$ cat src/rtl/pico_wb_pkg.sv
// Shared types for the picorv32-to-Wishbone bridge.
// Holds the bridge FSM state encoding and the byte-select constant used for reads.
// No logic, no ports.
package pico_wb_pkg;

   typedef enum logic [1:0] {
      IDLE,
      REQ,
      WAIT,
      DONE
   } state_t;

   // Reads fetch the whole word regardless of what the CPU will use.
   localparam logic [3:0] SEL_READ = 4'hF;

endpackage

$ cat src/rtl/wb_timeout_ctr.sv
// Purpose: counts cycles while a Wishbone cycle is open and flags when it has run too long.
// Latency: o_expired is combinational from the count; asserts in the TIMEOUT-th cycle of i_run.
// Backpressure: none; held at 0 while !i_run or when TIMEOUT == 0 (timeout disabled).
// Ports: clk, i_resetn (sync, active-low), i_run (count enable), o_expired (terminate now).
module wb_timeout_ctr #(
   parameter int TIMEOUT = 255
) (
   input  logic clk,
   input  logic i_resetn,
   input  logic i_run,
   output logic o_expired
);

   localparam int CW = (TIMEOUT > 0) ? $clog2(TIMEOUT + 1) : 1;
   localparam logic [CW-1:0] CMAX  = CW'(TIMEOUT);
   // Expiry is flagged one count early so the bus cycle is open for exactly
   // TIMEOUT cycles: the count reaches TIMEOUT on the same edge cyc drops.
   localparam logic [CW-1:0] CLAST = CW'(TIMEOUT - 1);

   logic [CW-1:0] count;

   always_ff @(posedge clk) begin
      if (!i_resetn || !i_run || (TIMEOUT == 0)) begin
         count <= '0;
      end else if (count != CMAX) begin
         count <= count + CW'(1);   // saturates at TIMEOUT, never wraps
      end
   end

   assign o_expired = (TIMEOUT != 0) && i_run && (count == CLAST);

endmodule

$ cat src/rtl/pico_wb_master.sv
// Purpose: bridges one address window of the picorv32 native memory port to a single-beat
//          pipelined Wishbone B4 master, with a sticky first-fault error latch.
// Latency: valid -> cyc/stb 1 cycle; ack -> o_mem_ready 1 cycle (zero-wait slave: 3 cycles total).
// Backpressure: stb held while i_wb_s2m_stall; CPU is held (no ready) until ack, err or timeout.
// Ports: CPU side i_mem_* / o_mem_* / o_hit; Wishbone side o_wb_m2s_* / i_wb_s2m_*;
//        error status i_err_clr / o_err / o_err_addr / o_err_to.
module pico_wb_master
   import pico_wb_pkg::*;
#(
   parameter int            AW        = 32,
   parameter logic [AW-1:0] BASE_ADDR = 32'h8000_0000,
   parameter logic [AW-1:0] ADDR_MASK = 32'hFFFF_FF00,
   parameter int            TIMEOUT   = 255,
   parameter logic [31:0]   ERR_DATA  = 32'hDEAD_BEEF
) (
   input  logic          clk,
   input  logic          i_resetn,
   // picorv32 native memory port
   input  logic          i_mem_valid,
   input  logic [AW-1:0] i_mem_addr,
   input  logic [31:0]   i_mem_wdata,
   input  logic [3:0]    i_mem_wstrb,
   output logic          o_hit,
   output logic          o_mem_ready,
   output logic [31:0]   o_mem_rdata,
   // Wishbone master
   output logic [AW-1:0] o_wb_m2s_addr,
   output logic [31:0]   o_wb_m2s_data,
   output logic          o_wb_m2s_we,
   output logic [3:0]    o_wb_m2s_sel,
   output logic          o_wb_m2s_cyc,
   output logic          o_wb_m2s_stb,
   input  logic [31:0]   i_wb_s2m_data,
   input  logic          i_wb_s2m_ack,
   input  logic          i_wb_s2m_stall,
   input  logic          i_wb_s2m_err,
   // error status
   input  logic          i_err_clr,
   output logic          o_err,
   output logic [AW-1:0] o_err_addr,
   output logic          o_err_to
);

   state_t state;
   logic   ready_q;
   logic   expired;
   logic   busy;
   logic   accepted;
   logic   term_ok;
   logic   term_err;
   logic   term_to;
   logic   fault;

   assign o_hit = i_mem_valid && ((i_mem_addr & ADDR_MASK) == BASE_ADDR);

   wb_timeout_ctr #(
      .TIMEOUT (TIMEOUT)
   ) u_timeout (
      .clk       (clk),
      .i_resetn  (i_resetn),
      .i_run     (o_wb_m2s_cyc),
      .o_expired (expired)
   );

   // A response is only meaningful once the strobe has been taken: either
   // we are already waiting, or the slave drops stall on this very edge.
   assign busy     = (state == REQ) || (state == WAIT);
   assign accepted = (state == WAIT) || ((state == REQ) && !i_wb_s2m_stall);
   // err dominates ack when both arrive together.
   assign term_err = accepted && i_wb_s2m_err;
   assign term_ok  = accepted && i_wb_s2m_ack && !i_wb_s2m_err;
   // A real slave termination in the expiry cycle beats the timeout.
   assign term_to  = busy && expired && !term_ok && !term_err;
   assign fault    = term_err || term_to;

   always_ff @(posedge clk) begin
      if (!i_resetn) begin
         state         <= IDLE;
         ready_q       <= 1'b0;
         o_mem_ready   <= 1'b0;
         o_mem_rdata   <= '0;
         o_wb_m2s_addr <= '0;
         o_wb_m2s_data <= '0;
         o_wb_m2s_we   <= 1'b0;
         o_wb_m2s_sel  <= '0;
         o_wb_m2s_cyc  <= 1'b0;
         o_wb_m2s_stb  <= 1'b0;
         o_err         <= 1'b0;
         o_err_addr    <= '0;
         o_err_to      <= 1'b0;
      end else begin
         ready_q     <= o_mem_ready;
         o_mem_ready <= 1'b0;

         case (state)
            IDLE: begin
               // The CPU still shows the completed request for one cycle
               // after ready; ready_q stops it being launched twice.
               if (o_hit && !ready_q) begin
                  o_wb_m2s_addr <= i_mem_addr;
                  o_wb_m2s_data <= i_mem_wdata;
                  o_wb_m2s_we   <= |i_mem_wstrb;
                  o_wb_m2s_sel  <= (|i_mem_wstrb) ? i_mem_wstrb : SEL_READ;
                  o_wb_m2s_cyc  <= 1'b1;
                  o_wb_m2s_stb  <= 1'b1;
                  state         <= REQ;
               end
            end
            REQ, WAIT: begin
               if ((state == REQ) && !i_wb_s2m_stall) begin
                  o_wb_m2s_stb <= 1'b0;
                  state        <= WAIT;
               end
               if (term_ok || fault) begin
                  o_wb_m2s_cyc <= 1'b0;
                  o_wb_m2s_stb <= 1'b0;
                  o_mem_ready  <= 1'b1;
                  o_mem_rdata  <= term_ok ? i_wb_s2m_data : ERR_DATA;
                  state        <= DONE;
               end
            end
            DONE: begin
               state <= IDLE;
            end
            default: begin
               state <= IDLE;
            end
         endcase

         // First fault is kept; a fault coinciding with a clear replaces it.
         if (fault && (!o_err || i_err_clr)) begin
            o_err      <= 1'b1;
            o_err_addr <= o_wb_m2s_addr;
            o_err_to   <= term_to;
         end else if (i_err_clr) begin
            o_err <= 1'b0;
         end
      end
   end

endmodule

$ cat config.mk
export PLATFORM = sky130hd
export DESIGN_NAME = pico_wb_master
export DESIGN_NICKNAME = d
export VERILOG_FILES = /design/src/rtl/pico_wb_pkg.sv /design/src/rtl/wb_timeout_ctr.sv /design/src/rtl/pico_wb_master.sv
export SDC_FILE = /design/constraint.sdc
export NUM_CORES = 1
export LEC_CHECK = 0
export ABC_AREA = 1
export BUFFER_PORTS_ARGS = -buffer_cell sky130_fd_sc_hd__buf_2
export CAP_MARGIN = 5
export CORE_ASPECT_RATIO = 0.5
export CORE_MARGIN = 1
export CORE_UTILIZATION = 42
export DETAILED_ROUTE_END_ITERATION = 8
export PLACE_DENSITY_LB_ADDON = 0.25
export SYNTH_ARGS = -nofsm -noshare
export SYNTH_HDL_FRONTEND = slang
export SYNTH_SLANG_ARGS = --single-unit
$ cat constraint.sdc
create_clock -name clk -period 1.9 [get_ports clk]
set_clock_uncertainty 0.2 [all_clocks]
set_input_delay 0.475 -clock clk [delete_from_list [all_inputs] [get_ports clk]]
set_output_delay 0.475 -clock clk [all_outputs]
set_load 0.01 [all_outputs]
Word level (Yosys, flattened, before mapping)
Cells that the tools add are included.
{"block": "word_totals", "register_bits": 149, "input_bits": 107, "output_inout_bits": 139, "wordCells": 75}
{"block": "op_classes", "add_sub_neg": 1, "eq_ne": 9, "n_mux": 15, "n_reduce_logical": 36}
{"op": "two-way mux 32 bit", "count": 1}
{"op": "== test 24 bit (second input constant)", "count": 1}
{"op": "logical AND 1 bit", "count": 11}
{"op": "adder 8 x 1 -> 8 bit (second input constant)", "count": 1}
{"op": "== test 8 bit (second input constant)", "count": 1}
{"op": "zero test 1 bit", "count": 8}
{"op": "inequality test 8 bit (second input constant)", "count": 1}
{"op": "AND reduction 2 bit", "count": 4}
{"op": "two-way mux 1 bit", "count": 7}
{"op": "logical OR 1 bit", "count": 6}
{"op": "two-way mux 2 bit", "count": 3}
{"op": "case mux 2 bit (3 select lines)", "count": 1}
{"op": "AND reduction 3 bit", "count": 2}
{"op": "== test 2 bit (second input constant)", "count": 2}
{"op": "two-way mux 4 bit", "count": 1}
{"op": "inequality test 2 bit (second input constant)", "count": 2}
{"op": "case mux 1 bit (2 select lines)", "count": 2}
{"op": "nonzero test 2 bit", "count": 2}
{"op": "OR reduction 4 bit", "count": 1}
{"op": "inequality test 3 bit (second input constant)", "count": 1}
{"op": "== test 2 x 1 -> 1 bit (second input constant)", "count": 1}
{"op": "zero test 2 bit", "count": 1}
{"op": "OR reduction 2 bit", "count": 1}

Longest topological paths before layout
Gate-level depths: netlist (run 1).
{"block": "logic_depth", "depth_word": 12, "ltp_mapped": 11, "ltp_nobuf": 11}

By module
A second synthesis (run 1) with hierarchy kept.
{"block": "hier_totals", "cells_unflattened": 776, "area_unflattened_um2": 6048.3}
{"module": "pico_wb_master", "n_inst": 1, "cells_per_inst": 706, "area_each_um2": 5577.8, "seq_area_each_um2": 2822.7}
{"module": "wb_timeout_ctr", "n_inst": 1, "cells_per_inst": 70, "area_each_um2": 470.5, "seq_area_each_um2": 160.2}

Worst setup path before layout (run 1)
Ideal clock, no wire load.
{"block": "synth_timing", "path_type": "register to register", "startpoint": "register state[1]", "endpoint": "register o_err_addr[10]", "arrival_time_ns": 1.566, "t_required_ns": 1.568, "path_slack_ns": 0.002, "stages_incl_launch_ff": 11, "path_buffers": 1, "path_cell_list": "dfxtp_1 inv_1 ha_1 nand2_1 nor2_1 nand4_1 nand2_2 nand2_2 buf_6 nand2_1 a21oi_1"}
{"block": "synth_between", "elab_chain_len": 10, "word_cells_on_any_way": 15, "cone_classes": "2 x eq/ne; 13 x reduce/logical"}
{"item": "start: declaration", "line_no": "pico_wb_master.sv:44", "rtl": "state_t state;"}
{"item": "start signal: assignment", "line_no": "pico_wb_master.sv:78", "rtl": "state <= IDLE;"}
{"item": "start signal: assignment", "line_no": "pico_wb_master.sv:106", "rtl": "state <= REQ;"}
{"item": "start signal: assignment", "line_no": "pico_wb_master.sv:112", "rtl": "state <= WAIT;"}
{"item": "== test 2 x 1 -> 1 bit", "line_no": "pico_wb_master.sv:67, pico_wb_master.sv:68"}
{"item": "logical AND 1 bit", "line_no": "pico_wb_master.sv:68", "rtl": "assign accepted = (state == WAIT) || ((state == REQ) && !i_wb_s2m_stall);"}
{"item": "logical OR 1 bit", "line_no": "pico_wb_master.sv:68"}
{"item": "logical AND 1 bit (2 in series)", "line_no": "pico_wb_master.sv:71", "rtl": "assign term_ok = accepted && i_wb_s2m_ack && !i_wb_s2m_err;"}
{"item": "zero test 1 bit", "line_no": "pico_wb_master.sv:73", "rtl": "assign term_to = busy && expired && !term_ok && !term_err;"}
{"item": "logical AND 1 bit (2 in series)", "line_no": "pico_wb_master.sv:73"}
{"item": "logical OR 1 bit (*)", "line_no": "pico_wb_master.sv:74", "rtl": "assign fault = term_err || term_to;"}
{"item": "logical AND 1 bit (*)", "line_no": "pico_wb_master.sv:131", "rtl": "if (fault && (!o_err || i_err_clr)) begin"}
{"item": "end signal: assignment", "line_no": "pico_wb_master.sv:133", "rtl": "o_err_addr <= o_wb_m2s_addr;"}
{"item": "end: declaration", "line_no": "pico_wb_master.sv:40", "rtl": "output logic [AW-1:0] o_err_addr,"}
Mark *: on every way between the ends. The rest lies on a longest branch, timed or not.
A chain may end at the register's enable or synchronous reset.

Worst setup path after layout (run 1)
{"block": "layout_timing", "startpoint": "register state[0]", "endpoint": "register o_err_addr[15]"}
The elaborated chain is that of the path after synthesis.

==> impl_metrics.json, run 1 <==
{
  "min_path_type": "in2reg",
  "die_h_um": 82.9,
  "layout_common_cells": "buf_2 (238), nor2_1 (150), dfxtp_1 (146)",
  "cts_tree": "yes",
  "netlist_area_um2": 5490,
  "use_met2_pct": 35.1,
  "syn_inst": 693,
  "drv_cap": 0,
  "htreeDepth": 4,
  "rows": 29,
  "route.vias.total": 5478,
  "cpPeakStageDelay_ps": 340,
  "first_global_vias": 4895,
  "clk_latency_ps": 410,
  "worstSetupStartpointType": "flop",
  "setup_ws_ps": -32.2,
  "min_period_over_period_pct": 102,
  "ys_ff_latch": 149,
  "critPathTopFamily": "simple AND/OR/NAND/NOR gates",
  "worstPathCellList": "inv_2, ha_4, nand2_4, nor2_4, nand4_1, nand2_4, nand2_8, clkbuf_16, nand2_2, a21oi_1",
  "drive_gt1_share_pct": 39.2,
  "gp_congestion": 0.799,
  "dp_slack_ps": -98.6,
  "grt_max_degree": 65,
  "viasPerCell": 4.82,
  "seq_area_frac_synth_pct": 54.3,
  "crit_arrival_ps": 2030,
  "status": "finished, violations left",
  "final_common_cell": "buf_2",
  "fin_nets": 1067,
  "cts_inserted_buffers": 17,
  "cp.required_ps": 1990,
  "p_leak_uw": 0.00404,
  "p_per_area_nw_per_um2": 868,
  "synth_nets": 806,
  "cp_common_cell": "nand2_4",
  "grt_util_met1_pct": 26.5,
  "min_period_ps": 1930,
  "clkTransAtPathRegs_ps": 70,
  "setup_violations": 27,
  "ant_nets": 0,
  "cts_buffer_depth": 2,
  "drc": 0,
  "cts.sinks": 149,
  "max_clock_freq_mhz": 518,
  "violations": "negative setup slack",
  "synth_warnings": 0,
  "io-pin-count": 246,
  "detailed_place_hpwl_um": 9810,
  "gr-total-overflow": 0,
  "die_w_um": 164,
  "wl_um": 15800,
  "end_kind": "flop",
  "portBuffers": 245,
  "worstPathMaxFanout": 6,
  "crit_start": "state[0]$_SDFFE_PN0P_",
  "worst_pin_slew_ps": 399,
  "wire_per_inst_um": 13.9,
  "antenna_cells": 0,
  "relSlewSlack_pct": 73.4,
  "grt_use_met3_pct": 5.84,
  "slew_violations": 0,
  "r2r-start": "state[0]$_SDFFE_PN0P_",
  "cts_root_buf": "clkbuf_16",
  "antenna_found_initial": 0,
  "hold_viol_final": 0,
  "drtPass1Iterations": 6,
  "core_area_um2": 12700,
  "finalSetupTns_ps": -364,
  "min_from": "i_mem_wdata[0]",
  "drtIter0Drc": 380,
  "critPathBufInv": 2,
  "grt_pass1_wl_um": 23300,
  "start_util_pct": 43.3,
  "cp_slowest_cell": "dfxtp_2",
  "critPathKind": "reg2reg",
  "grtUsageTotal_pct": 21.6,
  "synthToLayoutAreaGrowth_pct": 45.3,
  "synth_cell_types": 32,
  "ir_worst_vdd_v": 0.000420,
  "die-area_um2": 13600,
  "avgSynthCellArea_um2": 7.93,
  "hold_buffers": 0,
  "grt_busiest_layer": "met2",
  "rsz0062_at_grt": "yes"
}
## power breakdown
| part | switching [uW] | internal [uW] |
|---|---|---|
| Sequential | 9.60 | 3140 |
| Combinational | 319 | 299 |
| Clock | 1440 | 1720 |
| Total | 1770 | 5160 |
## registers in the layout (all words and copies together) (netlist names)
register and count:
o_wb_m2s_cyc 1, o_mem_rdata 32, u_timeout.count 8, o_wb_m2s_sel 4, o_wb_m2s_stb 1, o_err_addr 32
o_err_to 1, o_wb_m2s_addr 32, o_mem_ready 1, o_wb_m2s_we 1, o_wb_m2s_data 32, state 2
ready_q 1, o_err 1
## per-stage QoR
stage               util, %  power, uW  std cells  hold slack, ps  cell area [um2]
floorplan                 -       3440        693             259             5490
global placement       54.6       3630       1091             226             6930
detailed placement     54.6       3630       1091             226             6930
CTS                    59.2       6800       1125            67.3             7520
global route           62.8       7180       1137            72.0             7980
finish                 62.8       6930       1137            84.8             7980
## path summary, 6_finish.rpt
kind                                   end  slack, ps  cells past startpoint
max            o_err_addr[15]$_SDFFE_PN0P_        -30                     10
min          o_wb_m2s_data[0]$_SDFFE_PN0P_         80                      3
min reg2reg             ready_q$_SDFF_PN0_        230                      2
max reg2reg    o_err_addr[15]$_SDFFE_PN0P_        -30                     10
## Yosys cell counts, drive strengths merged
cell type | count | area (um2)
ha | 6 | 75.1
buf | 23 | 174
o21ai | 75 | 375
or2 | 1 | 6.26
nand2 | 80 | 308
nor3b | 1 | 7.51
nand4 | 1 | 6.26
a21oi | 49 | 245
clkinv | 1 | 3.75
a211oi | 1 | 7.51
xor2 | 2 | 17.5
o21a | 1 | 7.51
or4 | 1 | 7.51
and2 | 2 | 12.5
a31oi | 1 | 6.26
nor3 | 4 | 25.0
nand3 | 66 | 340
clkbuf | 17 | 63.8
nor2 | 160 | 621
dfxtp | 149 | 2980
inv | 51 | 191
xnor2 | 1 | 8.76
## metal layers
metal | share of wire [%] | wire (um)
met2 | 47 | 7450
met4 | 2.5 | 396
met1 | 44 | 6970
met5 | 0 | 0
met3 | 6.0 | 941
## cell families (layout without fill, tap and decap cells)
kind of cell / Yosys count / count (layout) / synth area share, %
simple gates: 316 / 316 / 24.3
flops: 149 / 149 / 54.3
compound gates: 127 / 127 / 11.7
buf+inv: 92 / 366 / 7.88
fa+ha+maj: 6 / 6 / 1.37
xor+xnor: 3 / 3 / 0.478
## worst register-to-register path, cell delays in order (launching register included)
cell and delay (ps):
dfxtp_2 340, inv_2 60, ha_4 280, nand2_4 50, nor2_4 80, nand4_1 150
nand2_4 230, nand2_8 120, clkbuf_16 190, nand2_2 50, a21oi_1 60
## area by class of cell
| cell class | count | area (um2) |
|---|---|---|
| fillers | 1126 | 4720 |
| flip-flops and latches | 149 | 2990 |
| well taps | 170 | 213 |
| clock buffers | 17 | 425 |
| clock inverters | 15 | 135 |
| multi-input cells | 452 | 2280 |
| repair buffers | 282 | 1740 |
| inverters | 52 | 200 |
## repair_timing
item,CTS,global route
setup endpoints to repair,28,71
hold endpoints to repair,0,0
pin swaps,2,22
buffers inserted,2,4
resized for setup,5,82
cloned,0,8
Note: power is estimated with default switching activity, not from simulation.
==> run 2: changes to the inputs <==
Settings changed: HOLD_SLACK_MARGIN set to 0.12.
==> run 2 against run 1 <==
The flow still finishes with violations (negative setup slack). Non-clock buffer count rose by 57. Total power up 1.3%. Combinational power increased by 14%. Die area did not move.
==> impl_metrics.json, run 2 (synthesized netlist as in run 1, its figures left out) <==
{
  "relSlewSlack_pct": 72.8,
  "end_kind": "primary output",
  "start_util_pct": 43.3,
  "fin_cells": 1194,
  "rows": 29,
  "viasPerCell": 4.83,
  "setup_ws_ps": -41.5,
  "ant_nets": 0,
  "cts_root_buf": "clkbuf_16",
  "die_w_um": 164,
  "p_per_area_nw_per_um2": 816,
  "place_area_um2": 6930,
  "holdWs_ps": 121,
  "fin_util_pct": 67.7,
  "worst_pin_slew_ps": 407,
  "cpPeakStageDelay_ps": 260,
  "portBuffers": 245,
  "cts_tree": "yes",
  "worstPathCellList": "buf_2, inv_1, nand3_2, nor3_2, and2_4, buf_6",
  "fin_nets": 1124,
  "drtPass1Iterations": 4,
  "io-pin-count": 246,
  "cts.sinks": 149,
  "cp_slowest_cell": "nor3_2",
  "status": "finished, violations left",
  "critPathTopFamily": "simple AND/OR/NAND/NOR gates",
  "gp_congestion": 0.799,
  "min_path_type": "in2reg",
  "min_period_ps": 1940,
  "first_global_vias": 5329,
  "slew_violations": 0,
  "synthToLayoutAreaGrowth_pct": 56.5,
  "ir_worst_vdd_v": 0.000447,
  "setup_violations": 28,
  "crit_arrival_ps": 1270,
  "violations": "negative setup slack",
  "rsz0062_at_grt": "yes",
  "fin_area_um2": 8590,
  "p_leak_uw": 0.00427,
  "hold_viol_final": 0,
  "wire_per_inst_um": 14.3,
  "drtIter0Drc": 410,
  "worstSetupStartpointType": "input pin",
  "grt_max_degree": 65,
  "drive_gt1_share_pct": 38.2,
  "max_clock_freq_mhz": 515,
  "cts_buffer_depth": 2,
  "fillers": 1023,
  "drc": 0,
  "cts_inserted_buffers": 17,
  "die_h_um": 82.9,
  "antenna_found_initial": 0,
  "detailed_place_hpwl_um": 9810,
  "die-area_um2": 13600,
  "core_area_um2": 12700,
  "dp_slack_ps": -98.6,
  "gr-total-overflow": 0,
  "drv_cap": 0,
  "critPathBufInv": 3,
  "min_period_over_period_pct": 102,
  "htreeDepth": 4,
  "wl_um": 17100,
  "final_common_cell": "buf_2",
  "dp.cells": 1091,
  "route.vias.total": 5766,
  "worstPathMaxFanout": 2,
  "antenna_cells": 0,
  "clk_latency_ps": 410,
  "grtUsageTotal_pct": 23.4,
  "layout_common_cells": "buf_2 (237), nor2_1 (150), dfxtp_1 (146)",
  "cp.required_ps": 1220,
  "critPathKind": "in2out",
  "clkTransAtPathRegs_ps": 70,
  "grt_pass1_wl_um": 25400
}
-- run 2: changes by cell type in the layout (fill, tap and decap cells not counted), sizes merged --
cell / change
buf: -1
dlygate4sd3: +58
-- run 2: final cells by class --
| cell class | count | area [um2] | area share [%] |
|---|---|---|---|
| Clock inverter | 15 | 135 | 1.57 |
| Timing Repair Buffer | 339 | 2320 | 27.0 |
| Sequential cell | 149 | 2990 | 34.8 |
| Clock buffer | 17 | 425 | 4.95 |
| Tap cell | 170 | 213 | 2.47 |
| Multi-Input combinational cell | 452 | 2310 | 26.9 |
| Inverter | 52 | 200 | 2.33 |
-- run 2: metal layers --
metal  vias to the layer above  wire length [um]  GRT usage (%)
li1                       2866                 -              -
met1                      2662              7260           28.0
met2                       193              8350           39.4
met3                        45               942           5.99
met4                         0               502           10.4
met5                         -                 0              0
-- run 2: timing repair --
item	in CTS	in global routing
endpoints found under the hold margin	58	0
gates cloned	0	8
gates resized for setup	5	92
hold buffers	58	0
setup buffers	2	3
pin swaps	2	22
endpoints found under the setup margin	28	72
-- run 2: final timing paths --
path | startpoint | end | slack, ps | cells past startpoint
setup / recovery | i_mem_addr[30] | o_hit | -40 | 6
hold / removal | i_wb_s2m_data[9] | o_mem_rdata[9]$_SDFFE_PN0P_ | 120 | 3
setup reg to reg | state[0]$_SDFFE_PN0P_ | o_err_addr[23]$_SDFFE_PN0P_ | -30 | 10
hold reg to reg | o_mem_ready$_SDFF_PN0_ | ready_q$_SDFF_PN0_ | 230 | 2
-- run 2: worst min-delay path, stage by stage --
cell and delay (ps):
buf_2 80, o21ai_1 60, nor2_1 80
-- run 2: per-stage QoR --
stage	setup TNS (ps)	total power [uW]
after floorplan	0	3440
after global placement	-2280	3630
after detailed placement	-3840	3630
after CTS	0	6890
after global routing	-3560	7270
final	-521	7020
-- run 2: report_power, final --
group	internal, uW	switching (uW)
Sequential	3140	10.5
Combinational	366	336
Clock	1720	1440
